File: src/rtl/mips_ctrl_pkg.sv
// Shared types and helpers for the MIPS pipeline hazard controller.
// Optional feature macro used by the controller: HAZ_PERF_CNT_EN.
package mips_ctrl_pkg;

    // Controller FSM: normal flow, or frozen waiting on data memory.
    typedef enum logic [0:0] {
        RUN      = 1'b0,
        MEM_WAIT = 1'b1
    } state_e;

    // Register $zero never carries a real dependency.
    localparam logic [4:0] REG_ZERO = 5'd0;

    // Bits needed to count from 0 up to timeout-1.
    function automatic int wait_cnt_width(input int timeout);
        return (timeout <= 2) ? 1 : $clog2(timeout);
    endfunction

endpackage

File: src/rtl/mips_pipe_hazard_ctrl_if.sv
// Signal bundle between the pipeline registers and the hazard controller.
// master = pipeline/datapath side, slave = hazard controller.
//
// Data-memory handshake: mem_req is held high for as long as an access is
// outstanding; the access completes in the cycle where mem_req and mem_ready
// are both high. mem_ready is ignored while mem_req is low, and a request is
// never withdrawn before completion except by reset or timeout.
interface mips_pipe_hazard_ctrl_if #(
    parameter int CNT_W = 32
);
    import mips_ctrl_pkg::*;

    // hazard sources from the pipeline
    logic [4:0]       ifid_rs;
    logic [4:0]       ifid_rt;
    logic             idex_memread;
    logic [4:0]       idex_rt;
    logic             branch_taken;
    logic             exmem_memrd;
    logic             exmem_memwr;
    logic             mem_ready;

    // controls back to the pipeline
    logic             mem_req;
    logic             pc_ld;
    logic             ifid_ld;
    logic             idex_ld;
    logic             exmem_ld;
    logic             memwb_ld;
    logic             ifid_flush;
    logic             idex_flush;
    logic             memwb_flush;
    logic             mem_err;
    logic [CNT_W-1:0] stall_cnt;
    logic [CNT_W-1:0] flush_cnt;
    state_e           dbg_state;

    modport master (
        output ifid_rs, ifid_rt, idex_memread, idex_rt, branch_taken,
               exmem_memrd, exmem_memwr, mem_ready,
        input  mem_req, pc_ld, ifid_ld, idex_ld, exmem_ld, memwb_ld,
               ifid_flush, idex_flush, memwb_flush, mem_err,
               stall_cnt, flush_cnt, dbg_state
    );

    modport slave (
        input  ifid_rs, ifid_rt, idex_memread, idex_rt, branch_taken,
               exmem_memrd, exmem_memwr, mem_ready,
        output mem_req, pc_ld, ifid_ld, idex_ld, exmem_ld, memwb_ld,
               ifid_flush, idex_flush, memwb_flush, mem_err,
               stall_cnt, flush_cnt, dbg_state
    );

endinterface

File: src/rtl/mips_load_use_detect.sv
// Combinational load-use hazard compare: a load in EX whose destination is
// read by the instruction in ID.
module mips_load_use_detect
    import mips_ctrl_pkg::*;
(
    input  logic       i_idex_memread,
    input  logic [4:0] i_idex_rt,
    input  logic [4:0] i_ifid_rs,
    input  logic [4:0] i_ifid_rt,
    output logic       o_load_use
);

    logic w_dest_live;
    logic w_src_match;

    assign w_dest_live = i_idex_memread && (i_idex_rt != REG_ZERO);
    assign w_src_match = (i_idex_rt == i_ifid_rs) || (i_idex_rt == i_ifid_rt);
    assign o_load_use  = w_dest_live && w_src_match;

endmodule

File: src/rtl/mips_pipe_hazard_ctrl.sv
// Stall/flush sequencer for the 5-stage MIPS pipeline.
// Priority: memory freeze > load-use bubble > taken-branch flush.
// Optional performance counters enabled by defining HAZ_PERF_CNT_EN.
module mips_pipe_hazard_ctrl
    import mips_ctrl_pkg::*;
#(
    parameter int MEM_TIMEOUT = 16,
    parameter int CNT_W       = 32
)(
    input logic                     i_clk,
    input logic                     i_rst,
    mips_pipe_hazard_ctrl_if.slave  hz
);

    localparam int             WCW       = wait_cnt_width(MEM_TIMEOUT);
    localparam logic [WCW-1:0] LAST_WAIT = WCW'(MEM_TIMEOUT - 1);

    state_e         r_state;
    logic [WCW-1:0] r_wait_cnt;
    logic           r_mem_err;

    logic w_mem_acc;
    logic w_timeout;
    logic w_frozen;
    logic w_load_use;
    logic w_mem_req;
    logic w_pc_ld, w_ifid_ld, w_idex_ld, w_exmem_ld, w_memwb_ld;
    logic w_ifid_flush, w_idex_flush, w_memwb_flush;

    mips_load_use_detect u_lu (
        .i_idex_memread (hz.idex_memread),
        .i_idex_rt      (hz.idex_rt),
        .i_ifid_rs      (hz.ifid_rs),
        .i_ifid_rt      (hz.ifid_rt),
        .o_load_use     (w_load_use)
    );

    assign w_mem_acc = hz.exmem_memrd | hz.exmem_memwr;
    // Last permitted wait cycle: release the datapath as if the memory answered.
    assign w_timeout = (r_state == MEM_WAIT) && (r_wait_cnt == LAST_WAIT);
    // The first cycle of a slow access already freezes, before MEM_WAIT is entered.
    assign w_frozen  = (r_state == RUN) ? (w_mem_acc && !hz.mem_ready)
                                        : !(hz.mem_ready || w_timeout);

    // Prioritised load enables and flushes, all forced low during reset.
    always_comb begin
        w_mem_req     = 1'b0;
        w_pc_ld       = 1'b0;
        w_ifid_ld     = 1'b0;
        w_idex_ld     = 1'b0;
        w_exmem_ld    = 1'b0;
        w_memwb_ld    = 1'b0;
        w_ifid_flush  = 1'b0;
        w_idex_flush  = 1'b0;
        w_memwb_flush = 1'b0;
        if (i_rst) begin
            w_mem_req = (r_state == MEM_WAIT) ? 1'b1 : w_mem_acc;
            if (w_frozen) begin
                // MEM frozen: let WB drain a bubble so results are not written twice.
                w_memwb_ld    = 1'b1;
                w_memwb_flush = 1'b1;
            end else if (w_load_use) begin
                w_idex_ld    = 1'b1;
                w_exmem_ld   = 1'b1;
                w_memwb_ld   = 1'b1;
                w_idex_flush = 1'b1;
            end else begin
                w_pc_ld      = 1'b1;
                w_ifid_ld    = 1'b1;
                w_idex_ld    = 1'b1;
                w_exmem_ld   = 1'b1;
                w_memwb_ld   = 1'b1;
                w_ifid_flush = hz.branch_taken;
            end
        end
    end

    // Memory-wait FSM with saturating wait counter and timeout error pulse.
    always_ff @(posedge i_clk) begin
        if (!i_rst) begin
            r_state    <= RUN;
            r_wait_cnt <= '0;
            r_mem_err  <= 1'b0;
        end else begin
            r_mem_err <= 1'b0;
            case (r_state)
                RUN: begin
                    if (w_mem_acc && !hz.mem_ready) begin
                        r_state    <= MEM_WAIT;
                        r_wait_cnt <= WCW'(1);
                    end
                end
                MEM_WAIT: begin
                    if (hz.mem_ready) begin
                        r_state    <= RUN;
                        r_wait_cnt <= '0;
                    end else if (w_timeout) begin
                        r_state    <= RUN;
                        r_wait_cnt <= '0;
                        r_mem_err  <= 1'b1;
                    end else if (r_wait_cnt != LAST_WAIT) begin
                        r_wait_cnt <= r_wait_cnt + WCW'(1);
                    end
                end
                default: begin
                    r_state    <= RUN;
                    r_wait_cnt <= '0;
                end
            endcase
        end
    end

`ifdef HAZ_PERF_CNT_EN
    logic [CNT_W-1:0] r_stall_cnt;
    logic [CNT_W-1:0] r_flush_cnt;

    // Free-running stall and flush event counters, wrapping naturally.
    always_ff @(posedge i_clk) begin
        if (!i_rst) begin
            r_stall_cnt <= '0;
            r_flush_cnt <= '0;
        end else begin
            if (!w_pc_ld)
                r_stall_cnt <= r_stall_cnt + CNT_W'(1);
            if (w_ifid_flush || w_idex_flush || w_memwb_flush)
                r_flush_cnt <= r_flush_cnt + CNT_W'(1);
        end
    end

    assign hz.stall_cnt = r_stall_cnt;
    assign hz.flush_cnt = r_flush_cnt;
`else
    assign hz.stall_cnt = {CNT_W{1'b0}};
    assign hz.flush_cnt = {CNT_W{1'b0}};
`endif

    assign hz.mem_req     = w_mem_req;
    assign hz.pc_ld       = w_pc_ld;
    assign hz.ifid_ld     = w_ifid_ld;
    assign hz.idex_ld     = w_idex_ld;
    assign hz.exmem_ld    = w_exmem_ld;
    assign hz.memwb_ld    = w_memwb_ld;
    assign hz.ifid_flush  = w_ifid_flush;
    assign hz.idex_flush  = w_idex_flush;
    assign hz.memwb_flush = w_memwb_flush;
    assign hz.mem_err     = r_mem_err;
    assign hz.dbg_state   = r_state;

endmodule

File: src/flat_wrapper.sv
// flat-port wrapper written by rule: the top's interface ports become plain ports
module mips_pipe_hazard_ctrl_flat import mips_ctrl_pkg::*;
#(
    parameter int MEM_TIMEOUT = 16,
    parameter int CNT_W       = 32
)
  (i_clk, i_rst, hz_ifid_rs, hz_ifid_rt, hz_idex_memread, hz_idex_rt, hz_branch_taken, hz_exmem_memrd, hz_exmem_memwr, hz_mem_ready, hz_mem_req, hz_pc_ld, hz_ifid_ld, hz_idex_ld, hz_exmem_ld, hz_memwb_ld, hz_ifid_flush, hz_idex_flush, hz_memwb_flush, hz_mem_err, hz_stall_cnt, hz_flush_cnt, hz_dbg_state);
  mips_pipe_hazard_ctrl_if #(.CNT_W(CNT_W)) hz_i ();
  input logic i_clk;
  input logic i_rst;
  input wire logic [$bits(hz_i.ifid_rs)-1:0] hz_ifid_rs;
  input wire logic [$bits(hz_i.ifid_rt)-1:0] hz_ifid_rt;
  input wire logic [$bits(hz_i.idex_memread)-1:0] hz_idex_memread;
  input wire logic [$bits(hz_i.idex_rt)-1:0] hz_idex_rt;
  input wire logic [$bits(hz_i.branch_taken)-1:0] hz_branch_taken;
  input wire logic [$bits(hz_i.exmem_memrd)-1:0] hz_exmem_memrd;
  input wire logic [$bits(hz_i.exmem_memwr)-1:0] hz_exmem_memwr;
  input wire logic [$bits(hz_i.mem_ready)-1:0] hz_mem_ready;
  output wire logic [$bits(hz_i.mem_req)-1:0] hz_mem_req;
  output wire logic [$bits(hz_i.pc_ld)-1:0] hz_pc_ld;
  output wire logic [$bits(hz_i.ifid_ld)-1:0] hz_ifid_ld;
  output wire logic [$bits(hz_i.idex_ld)-1:0] hz_idex_ld;
  output wire logic [$bits(hz_i.exmem_ld)-1:0] hz_exmem_ld;
  output wire logic [$bits(hz_i.memwb_ld)-1:0] hz_memwb_ld;
  output wire logic [$bits(hz_i.ifid_flush)-1:0] hz_ifid_flush;
  output wire logic [$bits(hz_i.idex_flush)-1:0] hz_idex_flush;
  output wire logic [$bits(hz_i.memwb_flush)-1:0] hz_memwb_flush;
  output wire logic [$bits(hz_i.mem_err)-1:0] hz_mem_err;
  output wire logic [$bits(hz_i.stall_cnt)-1:0] hz_stall_cnt;
  output wire logic [$bits(hz_i.flush_cnt)-1:0] hz_flush_cnt;
  output wire logic [$bits(hz_i.dbg_state)-1:0] hz_dbg_state;
  assign hz_i.ifid_rs = hz_ifid_rs;
  assign hz_i.ifid_rt = hz_ifid_rt;
  assign hz_i.idex_memread = hz_idex_memread;
  assign hz_i.idex_rt = hz_idex_rt;
  assign hz_i.branch_taken = hz_branch_taken;
  assign hz_i.exmem_memrd = hz_exmem_memrd;
  assign hz_i.exmem_memwr = hz_exmem_memwr;
  assign hz_i.mem_ready = hz_mem_ready;
  assign hz_mem_req = hz_i.mem_req;
  assign hz_pc_ld = hz_i.pc_ld;
  assign hz_ifid_ld = hz_i.ifid_ld;
  assign hz_idex_ld = hz_i.idex_ld;
  assign hz_exmem_ld = hz_i.exmem_ld;
  assign hz_memwb_ld = hz_i.memwb_ld;
  assign hz_ifid_flush = hz_i.ifid_flush;
  assign hz_idex_flush = hz_i.idex_flush;
  assign hz_memwb_flush = hz_i.memwb_flush;
  assign hz_mem_err = hz_i.mem_err;
  assign hz_stall_cnt = hz_i.stall_cnt;
  assign hz_flush_cnt = hz_i.flush_cnt;
  assign hz_dbg_state = hz_i.dbg_state;
  mips_pipe_hazard_ctrl #(.MEM_TIMEOUT(MEM_TIMEOUT), .CNT_W(CNT_W)) u_core (.i_clk(i_clk), .i_rst(i_rst), .hz(hz_i));
endmodule
File: config.mk
export PLATFORM = sky130hd
export DESIGN_NAME = mips_pipe_hazard_ctrl_flat
export DESIGN_NICKNAME = d
export VERILOG_FILES = /design/src/rtl/mips_ctrl_pkg.sv /design/src/rtl/mips_pipe_hazard_ctrl_if.sv /design/src/rtl/mips_load_use_detect.sv /design/src/rtl/mips_pipe_hazard_ctrl.sv /design/src/flat_wrapper.sv
export SDC_FILE = /design/constraint.sdc
export NUM_CORES = 1
export LEC_CHECK = 0
export ABC_AREA = 1
export BUFFER_PORTS_ARGS = -buffer_cell sky130_fd_sc_hd__buf_4
export CAP_MARGIN = 20
export CORE_MARGIN = 1.5
export CORE_UTILIZATION = 30
export CTS_BUF_LIST = sky130_fd_sc_hd__clkbuf_4 sky130_fd_sc_hd__clkbuf_8 sky130_fd_sc_hd__clkbuf_16
export DETAILED_ROUTE_END_ITERATION = 7
export PLACE_DENSITY = 0.72
export SYNTH_ARGS = -nofsm -noshare
export SYNTH_HDL_FRONTEND = slang
export SYNTH_SLANG_ARGS = --single-unit
File: constraint.sdc
create_clock -name i_clk -period 2.51 [get_ports i_clk]
set_input_delay 0 -clock i_clk [delete_from_list [all_inputs] [get_ports i_clk]]
set_output_delay 0 -clock i_clk [all_outputs]
set_load 0.1 [all_outputs]
==> results.cfg, run 1 <==
[clock_network]
clkSinkCount = 6
clk_latency_ps = 250
cts-root-buf = clkbuf_4
cts.clk_slew.worst_paths_ps = 40
cts-htree-levels = 1
numCtsBuffers = 3
post-cts-setup-buffers = 0
cts_tree = yes
ctsLongestPathBuffers = 2

[power]
ir_worst_vdd_mv = 0.2002
pwr-share-clk = 0.116
p_int_mw = 0.2047
pwr-share-comb = 0.753
power.density_nw_per_um2 = 678.5
p_leak_nw = 0.7037
power_mw = 0.7717
pwr-share-seq = 0.131
p_sw_mw = 0.5671
swShare = 0.7348

[timing]
rsz0062_at_grt = no
period_minus_slack_ps = 1681
finalCritPeriodShare = 0.6698
hold_viol = 0
max_clock_freq_mhz = 594.8
skew_ps = 5.516
fin_setup_tns_ps = 0
setup_viol = 0
drv_slew = 0

[yosys]
syn_inst = 163
synth_cell_types = 22
seq_area_frac_synth = 0.1132
netlist_area_sq_um = 1061
synth_seq_cells = 6
synth_common_cells = buf_4, nand2_1, inv_1
yosys_warnings = 0
synth.top_cell.area_share = 0.4741
syn_area_per_cell_sq_um = 6.509
yosys.area.top_type = buf_4
synth_flop_cell = dfxtp_1
synth_area_leaders = buf_4, dfxtp_1, nand2_1
async_flop_share = 0
synth-edff-count = 0
yosysMostFrequentCell = buf_4

[final_layout]
final_area_sq_um = 1137
instances_no_fill = 241
syn2layout_area_growth_pct = 7.193
nets = 220
final_layout_size_suffix_gt1_frac = 0.2513
antenna_cells = 0
fin_util = 0.3382

[detailed_routing]
wl_met1_um = 593
avgRoutedWirePerCell_um = 7.017
met3_length_um = 209
dr_total_vias = 819
dr_wl_met2_um = 888
highest_layer = met3
drt_first_iter_violations = 28
remaining_drc_errors = 0
first_pass_iters = 4
ant_nets = 0
routed_wl_um = 1691
vias_per_cell = 3.398

[die]
die_area_sq_um = 3903
die_h_um = 62.47
io_pins = 97
initial_core_util = 0.3155
die_w_um = 62.47
core-area_sq_um = 3363
fp-row-count = 21

[grt]
grt.overflow.total = 0
track_usage = 0.07977
grt_max_degree = 8
antenna_found_initial = 0
grt_pass1_vias = 637
grt_pass1_wl_um = 2573

[critical_path]
crit_required_ps = 2510
setup.worst_path.class = reg -> out
r2r-end = u_core.r_wait_cnt[2]
cp_max_fo = 4
rr_worst_depth = 4
timing.rr.start = u_core.r_wait_cnt[0]
critPathArrivalTime_ps = 1680
r2r_slack_ps = 1430
endpoint_kind = output port
crit_path_start_kind = flop

[placed_design]
dp_cells = 237
portBuffers = 32
placedInstanceArea_sq_um = 1105
gp_congestion = 0.9001
dpl.hpwl_um = 1514

[min_path]
holdPathEnd = u_core.r_wait_cnt[0]
holdCritStartpoint = i_rst
hold_path_depth = 3
hp-class = in -> reg

[job]
max_cap_violations = 0

[outcome]
outcome = completed
-- routing by layer --
layer | global-route usage | up-vias
li1 | - | 427
met1 | 0.07987 | 344
met2 | 0.1532 | 48
met3 | 0.03243 | 0
met4 | 0.01667 | 0
met5 | 0 | -
-- registers in the layout, indices dropped and copies added (netlist names) --
signal,cells
u_core.hz.mem_err,1
u_core.r_wait_cnt,4
u_core.hz.dbg_state,1
-- timing repair --
item	4_1_cts	5_1_grt
resized for setup	0	0
hold endpoints to repair	1	0
hold buffers	1	0
-- cell type report --
| type | count | area, sq um |
|---|---|---|
| Inverter | 21 | 78.83 |
| Fill cell | 409 | 2226 |
| Sequential cell | 6 | 121.4 |
| Tap cell | 46 | 57.56 |
| Multi-Input combinational cell | 132 | 606.8 |
| Clock buffer | 3 | 22.52 |
| Timing Repair Buffer | 33 | 250.2 |
-- worst max-delay path by stage --
stage,start,end,slack [ps],cells past startpoint
after detailed placement,u_core.r_wait_cnt[0],hz_ifid_flush,1080,8
after floorplan,u_core.hz.dbg_state,hz_memwb_flush,170,4
after global placement,u_core.r_wait_cnt[0],hz_ifid_flush,1140,8
final,u_core.r_wait_cnt[0],hz_ifid_flush,830,8
after global routing,u_core.r_wait_cnt[0],hz_ifid_flush,680,8
after CTS,u_core.r_wait_cnt[0],hz_ifid_flush,820,8
-- stage by stage --
stage | hold slack [ps] | worst slack (ps)
after CTS | 54.76 | 816.4
after global placement | 217.3 | 1145
after floorplan | 78.51 | 168.4
after global routing | 80.31 | 679.3
final | 55.56 | 828.8
after detailed placement | 221.7 | 1075
-- logic make-up after synthesis --
| kind of cell | synth area share |
|---|---|
| AO/OA/AOI/OAI | 0.04835 |
| flip-flops | 0.1132 |
| AND/OR/NAND/NOR | 0.2500 |
| buffers and inverters | 0.5483 |
| adder cells (fa/ha/maj) | 0.01179 |
| other | 0.003534 |
| XOR/XNOR | 0.02477 |
-- placed cells by master (no fill, tap or decap), types with 2 or more instances in the layout --
cell	synthesis	layout
a21oi_1	2	2
nor2_1	12	12
nand2_1	29	29
nand4_1	2	2
buf_4	67	32
conb_1	1	64
nand2_2	3	3
dfxtp_1	6	5
clkbuf_4	0	3
inv_1	18	18
nand3_1	7	7
xnor2_1	2	2
inv_2	3	3
-- worst max-delay path, stage by stage, from the launching register on --
cell and delay (ps):
dfxtp_1 360, ha_1 220, nand4_1 160, nand2_2 130
nand2_2 60, inv_2 70, nand2_2 80, nor2_4 70
buf_4 280
-- power groups by stage --
stage	combinational, mW	clock [mW]	sequential, mW
final	0.581	0.0896	0.101
after global routing	0.597	0.100	0.102
after CTS	0.580	0.0917	0.101
after detailed placement	0.579	0	0.103
after global placement	0.577	0	0.103
after floorplan	0.602	0	0.109
Note: power is estimated with default switching activity, not from simulation.
==> run 2, diff against run 1 <==
ABC_AREA = 0   (was 1)
PLACE_DENSITY = 0.78   (was 0.72)
clock period = 1.45 ns   (was 2.51 ns; I/O delays follow)
==> results.cfg, run 2 <==
[final_layout]
antenna_cells = 0
largest_register_ffs = 4
final_cell_mix = conb_1, buf_4, xnor2_1
nets = 190
layout_commonest_cell = conb_1
regMostFlops = u_core.r_wait_cnt
final_layout_size_suffix_gt1_frac = 0.3494
fin_util = 0.4074
syn2layout_area_growth_pct = 30.08
fillerInstances = 302

[detailed_routing]
ant_nets = 0
drt_first_iter_violations = 23
routed_wl_um = 1709
avgRoutedWirePerCell_um = 8.138
remaining_drc_errors = 0
vias_per_cell = 3.505
dr_total_vias = 736
first_pass_iters = 3

[die]
die_w_um = 59.23
die_h_um = 59.23
initial_core_util = 0.3132
die_area_sq_um = 3508
fp-row-count = 20
io_pins = 97
core-area_sq_um = 3028

[clock_network]
cts.clk_slew.worst_paths_ps = 50
cts-htree-levels = 1
ctsLongestPathBuffers = 2
clk_latency_ps = 240
cts_tree = yes
numCtsBuffers = 3
clkSinkCount = 6
cts-root-buf = clkbuf_4

[yosys]
syn_area_per_cell_sq_um = 7.648
seq_area_frac_synth = 0.1266
synth-edff-count = 0
synth.top_cell.area_share = 0.5303
synth_seq_cells = 6
syn_inst = 124
yosys.area.top_type = buf_4
synth_common_cells = buf_4, xnor2_1, nor2_1
synth_flop_cell = dfxtp_1
yosys_warnings = 0
synth_area_leaders = buf_4, dfxtp_1, xnor2_1
netlist_area_sq_um = 948.4
yosysMostFrequentCell = buf_4
async_flop_share = 0
synth_cell_types = 27

[placed_design]
gp_congestion = 0.7682
dpl.hpwl_um = 1410
portBuffers = 32
dp_slack_ps = 14.85

[critical_path]
critPathBufInv = 1
crit_path_start_kind = flop
cp_max_fo = 5
critPathArrivalTime_ps = 1610
crit_family = compound AO/OA/AOI/OAI gates
crit_required_ps = 1450
setup.worst_path.class = reg -> out
crit_chain = ha_4 > and4_4 > o31a_4 > a21boi_4 > buf_12
crit_cells = 5
rr_worst_depth = 6
endpoint_kind = output port
cp_slowest_stage_delay_ps = 350
critPathSlowestCell = o31a_4

[timing]
drv_slew = 0
hold_viol = 0
fin_ws_ps = -157.6
max_clock_freq_mhz = 622.0
rsz0062_at_grt = yes
setup_viol = 7
finalCritPeriodShare = 1.109
skew_ps = 7.238
fin_setup_tns_ps = -845.1
period_minus_slack_ps = 1608

[job]
max_cap_violations = 0

[grt]
grt.overflow.total = 0
grt_pass1_wl_um = 2484
antenna_found_initial = 0
grt_pass1_vias = 607
track_usage = 0.09046
grt_max_degree = 9

[power]
p_leak_nw = 0.6185
ir_worst_vdd_mv = 0.5046
power.density_nw_per_um2 = 1144

[outcome]
outcome = complete, but fails checks
violations = setup timing

[min_path]
hp-class = in -> reg
hold_path_depth = 3
==> run 2: cell types whose count changed after synthesis, moves of 3 or more <==
cell,before,now
nand2_1,29,4
nand2_2,3,0
nor2_1,12,7
inv_2,3,0
inv_1,18,1
xnor2_1,2,10
==> run 2: final timing paths <==
path                             start              endpoint  slack (ps)
setup / recovery  u_core.r_wait_cnt[1]            hz_ifid_ld        -160
hold / removal                   i_rst  u_core.r_wait_cnt[1]         150
setup reg to reg  u_core.r_wait_cnt[1]  u_core.r_wait_cnt[3]         160
hold reg to reg   u_core.r_wait_cnt[3]     u_core.hz.mem_err         520
==> run 2: final cells by class <==
type | instances | area, sq um | share of cell area
clock buffer | 4 | 30.03 | 0.02434
inverter | 1 | 3.754 | 0.003043
multi-input combinational | 113 | 621.8 | 0.5041
sequential | 6 | 126.4 | 0.1024
tap | 44 | 55.05 | 0.04462
timing repair buffer | 42 | 396.6 | 0.3215
==> run 2: worst min-delay path: cells and delay by family <==
family | cells | cell delay, ps
buf+inv | 2 | 230
simple gates | 1 | 130
==> run 2: timing repair <==
item,CTS,global route
gates resized for setup,17,3
endpoints found under the setup margin,7,7
endpoints found under the hold margin,1,0
gates cloned,0,0
pin swaps,3,0
buffers inserted,2,1
hold buffers,1,0
==> run 2: stage by stage <==
stage	area [sq um]	power [mW]	cells	hold slack (ps)
floorplan	1264	1.237	187	68.55
global placement	1089	1.185	202	221.0
detailed placement	1089	1.187	202	224.6
CTS	1214	1.408	209	153.3
global route	1234	1.457	210	185.6
finish	1234	1.412	210	154.3
==> run 2: kinds of logic (layout without fill, tap and decap cells) <==
group,after synthesis,count (layout),share of synthesized area
adder cells (fa/ha/maj),1,1,0.01319
buffers and inverters,68,47,0.5343
flip-flops,6,6,0.1267
XOR/XNOR,10,10,0.09234
AO/OA/AOI/OAI,11,11,0.08313
AND/OR/NAND/NOR,27,27,0.1464
other,1,64,0.003954
==> run 2: layer usage <==
layer,GRT usage,vias to the layer above,wire length (um)
li1,-,360,-
met1,0.1005,329,627
met2,0.1727,47,949
met3,0.006550,0,132
met4,0.03896,0,0
met5,0,-,0
==> run 2: where the power goes <==
part           total (mW)  switching (mW)  internal (mW)
Clock               0.183          0.0604          0.123
Combinational        1.05           0.913          0.140
Sequential          0.175         0.00550          0.170
